==> config.mk <==
export PLATFORM = sky130hd
export DESIGN_NAME = pipe_ctrl_flat
export DESIGN_NICKNAME = d
export VERILOG_FILES = /design/src/rtl/pipe_ctrl_if.sv /design/src/rtl/pipe_ctrl.sv /design/src/flat_wrapper.sv
export SDC_FILE = /design/constraint.sdc
export NUM_CORES = 1
export LEC_CHECK = 0
export CORE_ASPECT_RATIO = 1.2
export CORE_MARGIN = 2
export CORE_UTILIZATION = 34
export CTS_BUF_LIST = sky130_fd_sc_hd__clkbuf_4 sky130_fd_sc_hd__clkbuf_8 sky130_fd_sc_hd__clkbuf_16
export DETAILED_ROUTE_END_ITERATION = 8
export GPL_TIMING_DRIVEN = 0
export PLACE_DENSITY = 0.78
export SLEW_MARGIN = 20
export SYNTH_ARGS = -nofsm -noshare
export SYNTH_HDL_FRONTEND = slang
export SYNTH_SLANG_ARGS = --single-unit
==> constraint.sdc <==
create_clock -name clk -period 1.81 [get_ports clk]
set_clock_uncertainty 0.15 [all_clocks]
set_input_delay 0.362 -clock clk [delete_from_list [all_inputs] [get_ports clk]]
set_output_delay 0.362 -clock clk [all_outputs]
set_load 0.1 [all_outputs]
==> src/rtl/pipe_ctrl_if.sv <==
`default_nettype none
// ============================================================================
// pipe_ctrl_if : stall/flush handshake bundle between pipeline stages and
//                the pipeline sequencing controller.
// Revision     : 1.0
// ============================================================================
interface pipe_ctrl_if #(
    parameter int MC_CNT_W = 6,
    parameter int PC_W     = 32
);
    logic                stallreq_id;
    logic                stallreq_ex;
    logic                stallreq_mem;
    logic                mc_start;
    logic [MC_CNT_W-1:0] mc_cycles;
    logic                flush_req;
    logic [PC_W-1:0]     flush_pc;
    logic [5:0]          stall;
    logic                flush;
    logic [PC_W-1:0]     new_pc;
    logic                mc_busy;
    logic                mc_done;
    logic [31:0]         stall_cycles;

    modport master (
        output stallreq_id, stallreq_ex, stallreq_mem, mc_start, mc_cycles,
               flush_req, flush_pc,
        input  stall, flush, new_pc, mc_busy, mc_done, stall_cycles
    );

    modport slave (
        input  stallreq_id, stallreq_ex, stallreq_mem, mc_start, mc_cycles,
               flush_req, flush_pc,
        output stall, flush, new_pc, mc_busy, mc_done, stall_cycles
    );
endinterface
`default_nettype wire

==> src/rtl/pipe_ctrl.sv <==
`default_nettype none
// ============================================================================
// pipe_ctrl : five-stage pipeline stall/flush sequencer with multi-cycle EX
//             handshake. Optional stall statistics: PIPE_CTRL_STALL_STATS_EN.
// Revision  : 1.0
// ============================================================================
module pipe_ctrl #(
    parameter int MC_CNT_W = 6,
    parameter int PC_W     = 32
) (
    input  wire logic   clk,
    input  wire logic   rst,
    pipe_ctrl_if.slave  bus
);

    typedef enum logic [1:0] {
        S_IDLE  = 2'd0,
        S_MC    = 2'd1,
        S_FLUSH = 2'd2
    } state_t;

    state_t              r_state;
    state_t              w_next;
    logic [MC_CNT_W-1:0] r_cnt;
    logic [MC_CNT_W-1:0] w_cnt_next;
    logic [PC_W-1:0]     r_new_pc;
    logic [PC_W-1:0]     w_pc_next;
    logic                w_mc_accept;
    logic [5:0]          w_stall;

    assign w_mc_accept = (r_state == S_IDLE) && bus.mc_start &&
                         (bus.mc_cycles != '0) && !bus.flush_req;

    always_ff @(posedge clk or negedge rst) begin
        if (!rst) begin
            r_state  <= S_IDLE;
            r_cnt    <= '0;
            r_new_pc <= '0;
        end else begin
            r_state  <= w_next;
            r_cnt    <= w_cnt_next;
            r_new_pc <= w_pc_next;
        end
    end

    always_comb begin
        w_next     = r_state;
        w_cnt_next = r_cnt;
        w_pc_next  = r_new_pc;
        if (bus.flush_req) begin
            // A redirect overrides everything, including an in-flight MC op.
            w_next     = S_FLUSH;
            w_cnt_next = '0;
            w_pc_next  = bus.flush_pc;
        end else begin
            case (r_state)
                S_IDLE: begin
                    if (w_mc_accept) begin
                        w_next     = S_MC;
                        w_cnt_next = bus.mc_cycles;
                    end
                end
                S_MC: begin
                    w_cnt_next = r_cnt - MC_CNT_W'(1);
                    if (r_cnt == MC_CNT_W'(1)) begin
                        w_next = S_IDLE;
                    end
                end
                S_FLUSH: begin
                    w_next = S_IDLE;
                end
                default: begin
                    w_next     = S_IDLE;
                    w_cnt_next = '0;
                end
            endcase
        end
    end

    // Deeper stage requests win: each hold also freezes every earlier stage.
    always_comb begin
        w_stall = 6'b000000;
        if (!rst || bus.flush_req || (r_state == S_FLUSH)) begin
            w_stall = 6'b000000;
        end else if (bus.stallreq_mem) begin
            w_stall = 6'b011111;
        end else if (bus.stallreq_ex || (r_state == S_MC) || w_mc_accept) begin
            w_stall = 6'b001111;
        end else if (bus.stallreq_id) begin
            w_stall = 6'b000111;
        end
    end

    assign bus.stall   = w_stall;
    assign bus.flush   = (r_state == S_FLUSH);
    assign bus.new_pc  = r_new_pc;
    assign bus.mc_busy = (r_state == S_MC);
    assign bus.mc_done = (r_state == S_MC) && (r_cnt == MC_CNT_W'(1));

`ifdef PIPE_CTRL_STALL_STATS_EN
    logic [31:0] r_stall_cycles;

    always_ff @(posedge clk or negedge rst) begin
        if (!rst) begin
            r_stall_cycles <= 32'd0;
        end else if (w_stall[0] && (r_stall_cycles != 32'hFFFF_FFFF)) begin
            r_stall_cycles <= r_stall_cycles + 32'd1;
        end
    end

    assign bus.stall_cycles = r_stall_cycles;
`else
    assign bus.stall_cycles = 32'd0;
`endif

endmodule
`default_nettype wire
==> src/flat_wrapper.sv <==
// flat-port wrapper written by rule: the top's interface ports become plain ports
module pipe_ctrl_flat 
#(
    parameter int MC_CNT_W = 6,
    parameter int PC_W     = 32
)
  (clk, rst, bus_stallreq_id, bus_stallreq_ex, bus_stallreq_mem, bus_mc_start, bus_mc_cycles, bus_flush_req, bus_flush_pc, bus_stall, bus_flush, bus_new_pc, bus_mc_busy, bus_mc_done, bus_stall_cycles);
  pipe_ctrl_if #(.MC_CNT_W(MC_CNT_W), .PC_W(PC_W)) bus_i ();
  input  wire logic clk;
  input  wire logic rst;
  input wire logic [$bits(bus_i.stallreq_id)-1:0] bus_stallreq_id;
  input wire logic [$bits(bus_i.stallreq_ex)-1:0] bus_stallreq_ex;
  input wire logic [$bits(bus_i.stallreq_mem)-1:0] bus_stallreq_mem;
  input wire logic [$bits(bus_i.mc_start)-1:0] bus_mc_start;
  input wire logic [$bits(bus_i.mc_cycles)-1:0] bus_mc_cycles;
  input wire logic [$bits(bus_i.flush_req)-1:0] bus_flush_req;
  input wire logic [$bits(bus_i.flush_pc)-1:0] bus_flush_pc;
  output wire logic [$bits(bus_i.stall)-1:0] bus_stall;
  output wire logic [$bits(bus_i.flush)-1:0] bus_flush;
  output wire logic [$bits(bus_i.new_pc)-1:0] bus_new_pc;
  output wire logic [$bits(bus_i.mc_busy)-1:0] bus_mc_busy;
  output wire logic [$bits(bus_i.mc_done)-1:0] bus_mc_done;
  output wire logic [$bits(bus_i.stall_cycles)-1:0] bus_stall_cycles;
  assign bus_i.stallreq_id = bus_stallreq_id;
  assign bus_i.stallreq_ex = bus_stallreq_ex;
  assign bus_i.stallreq_mem = bus_stallreq_mem;
  assign bus_i.mc_start = bus_mc_start;
  assign bus_i.mc_cycles = bus_mc_cycles;
  assign bus_i.flush_req = bus_flush_req;
  assign bus_i.flush_pc = bus_flush_pc;
  assign bus_stall = bus_i.stall;
  assign bus_flush = bus_i.flush;
  assign bus_new_pc = bus_i.new_pc;
  assign bus_mc_busy = bus_i.mc_busy;
  assign bus_mc_done = bus_i.mc_done;
  assign bus_stall_cycles = bus_i.stall_cycles;
  pipe_ctrl #(.MC_CNT_W(MC_CNT_W), .PC_W(PC_W)) u_core (.clk(clk), .rst(rst), .bus(bus_i));
endmodule
==> impl_results.md <==
* Outcome: finished with violations
* Failing checks: negative setup slack
* DR iter-0 viols at 49
* Pleak at 1.65 nW
* Peak supply drop at 0.608 mV
* Fin crit share at 124%
* Vias per cell at 4.36
* Worst Hold Class: primary input to asynchronous set/reset pin
* Area growth, synth to finish at 78.6%
* Crit path capture type: primary output
* CP Max Fanout at 5
* Total Power at 3.34 mW
* Hold Slack at 322 ps
* Placed Cells at 368
* Core ar. at 0.00574 mm2
* Initial Utilization at 35.5%
* Height of the die at 88.8 um
* Chip width at 74.7 um
* Root Driver: clkbuf_8
* Clk sink count at 40
* Fin cells at 392
* Die area at 0.00664 mm2
* Nets@finish at 358
* Yosys warnings at 0
* Pre-antenna DRT Iters at 4
* CTS H-Tree Depth at 2
* Remaining DRCs at 0
* Inserted Clock Buffers at 5
* Clk buf depth at 2
* Largest net degree at the start of global routing at 21
* Final Wtd Congestion at 0.812
* Remaining Overflow, GRT at 0
* Initial antenna violation count at 0
* HPWL Detailed at 3.50 mm
* Syn Inst Count at 171
* Synth Cell Area at 0.00204 mm2
* Distinct cells, synth at 31
* Total number of vias at 1,711
* WL final at 5.04 mm
* Fmax at 447 MHz
* First-pass GRT wire length at 7.48 mm
* Worst EP arrival at 1730 ps
* Most frequent cells in the layout: buf_4, clkdlybuf4s50_1, dfrtp_1
* WL per Instance at 12.9 um
* Setup violations, final at 13
* Required time worst endpoint at 1300 ps
* Buffers added on ports at 84
* Fin. max-slew vios at 0
* Share of post-route cells with drive strength above 1 at 51.6%
* Mean Syn Cell Area at 11.9 um2
* Minimum period implied by the final worst setup slack at 2240 ps
* Measured slew at the worst slew-check pin at 911 ps
* Tot GR Track Use at 14.8%
* I/O pin total at 118
* Seq/Total Area, Yosys at 49.1%
* ANT nets after route at 0
* Commonest non-fill, non-tap cell in the layout: buf_4
* Pwr/cell area at 917 mW/mm2
* TritonCTS clock tree: done
* Worst skew pair latency at 280 ps
* Final Hold Fails at 0
* Vias in the first global route at 1,649
* Final worst setup slack at -429 ps
* ANT cells at 0
* Synth Register Bits at 40
* Row count at 30
* Slew Limit Headroom at 39.0%
* Kind of critical path: flip-flop to primary output
* CTS clk-pin slew, worst paths at 80 ps
* Unrepaired setup endpoints after global routing: true
* Crit start category: flip-flop
* Max_cap viols at 0
[synthesized netlist by cell type, drive strengths merged]
| cell | count | area share, % |
|---|---|---|
| nand2b | 1 | 0.31 |
| a22o | 5 | 2.1 |
| or3 | 1 | 0.31 |
| or2 | 2 | 0.61 |
| nor4 | 3 | 1.7 |
| a21boi | 2 | 0.74 |
| nand3 | 1 | 0.25 |
| nand2 | 7 | 1.3 |
| ha | 2 | 1.2 |
| buf | 39 | 14 |
| o22ai | 3 | 0.92 |
| nor3 | 4 | 1.2 |
| nor2b | 2 | 0.61 |
| o221ai | 1 | 0.43 |
| inv | 3 | 0.55 |
| o211ai | 1 | 0.37 |
| dfrtp | 40 | 49 |
| conb | 1 | 0.18 |
| clkbuf | 3 | 0.55 |
| nor2 | 3 | 0.55 |
| o21ai | 6 | 1.5 |
| mux2 | 33 | 18 |
| a21oi | 1 | 0.43 |
| and2 | 2 | 0.61 |
| nor3b | 4 | 1.5 |
| xnor2 | 1 | 0.43 |
[path summary, 6_finish.rpt]
path                                                   startpoint                                 to  slack, ps  cells past startpoint
worst max-delay path                u_core.r_state[1]$_DFFE_PN0P_                       bus_stall[2]       -430                      5
worst min-delay path                                          rst  u_core.bus.new_pc[20]$_DFFE_PN0P_        320                      3
worst max register to register      u_core.r_state[0]$_DFFE_PN0P_        u_core.r_cnt[1]$_DFFE_PN0P_       -220                      7
worst min register to register  u_core.bus.new_pc[26]$_DFFE_PN0P_  u_core.bus.new_pc[26]$_DFFE_PN0P_        360                      1
max in group asynchronous                                     rst  u_core.bus.new_pc[21]$_DFFE_PN0P_        350                      2
min in group clk                u_core.bus.new_pc[26]$_DFFE_PN0P_  u_core.bus.new_pc[26]$_DFFE_PN0P_        360                      1
[layer usage]
| layer | GRT usage [%] | routed length, um | share of wire [%] |
|---|---|---|---|
| met1 | 17.9 | 1860 | 37 |
| met2 | 23.4 | 2590 | 51 |
| met3 | 6.61 | 530 | 11 |
| met4 | 5.36 | 63 | 1.2 |
| met5 | 0 | 0 | 0 |
[report_power, final]
group / switching (mW) / internal, mW / total, mW / leakage, nW
clock: 0.299 / 0.487 / 0.786 / 0.0645
combinational: 1.10 / 0.425 / 1.52 / 1.11
sequential: 0.0517 / 0.979 / 1.03 / 0.477
total: 1.45 / 1.89 / 3.34 / 1.65
[registers in the layout, summed over array words and instances, names as in the netlist]
register           cells
u_core.bus.new_pc     32
u_core.r_cnt           6
u_core.r_state         2
[worst max-delay path, stage by stage, from the launching register on]
cell and delay, ps:
dfrtp_2 460, nor2b_4 150, nor3b_4 210, a21boi_4 320, buf_12 140, buf_12 160
[layout make-up]
| class | instances | area, um2 |
|---|---|---|
| clock inverter | 1 | 30.0 |
| fill | 478 | 2100 |
| inverter | 3 | 11.3 |
| multi-input combinational | 118 | 972 |
| clock buffer | 7 | 96.3 |
| sequential | 40 | 1000 |
| buffer | 41 | 332 |
| tap | 80 | 100 |
| timing repair buffer | 102 | 1100 |
[repair_timing]
action / 4_1_cts / 5_1_grt
gates resized for setup: 182 / 15
endpoints found under the hold margin: 20 / 0
pin swaps: 9 / 6
setup endpoints to repair: 77 / 11
buffers inserted: 10 / 5
hold buffers: 2 / 0
[metrics by stage]
stage          setup TNS (ps)  cell area [um2]  setup WS, ps  util (%)
2_1_floorplan           -3080             2250          -764         -
3_3_place_gp           -76080             3190         -2960      55.5
3_5_place_dp           -35930             3210         -2000      55.9
4_1_cts                 -2020             3580          -414      62.3
5_1_grt                 -3590             3640          -500      63.4
6_report                -2910             3640          -429      63.4
[cell families (layout without fill, tap and decap cells)]
family                   count (synthesis)  in the layout  share of synthesized area (%)
buffers and inverters                   45            154                           15.3
flip-flops                              40             40                           49.1
multiplexers                            33             33                           18.4
AND/OR/NAND/NOR                         30             30                           8.90
AO/OA/AOI/OAI                           19             19                           6.50
adder cells (fa/ha/maj)                  2              2                           1.23
other                                    1             33                          0.184
XOR/XNOR                                 1              1                          0.430
(Power assumes the default switching activity.)
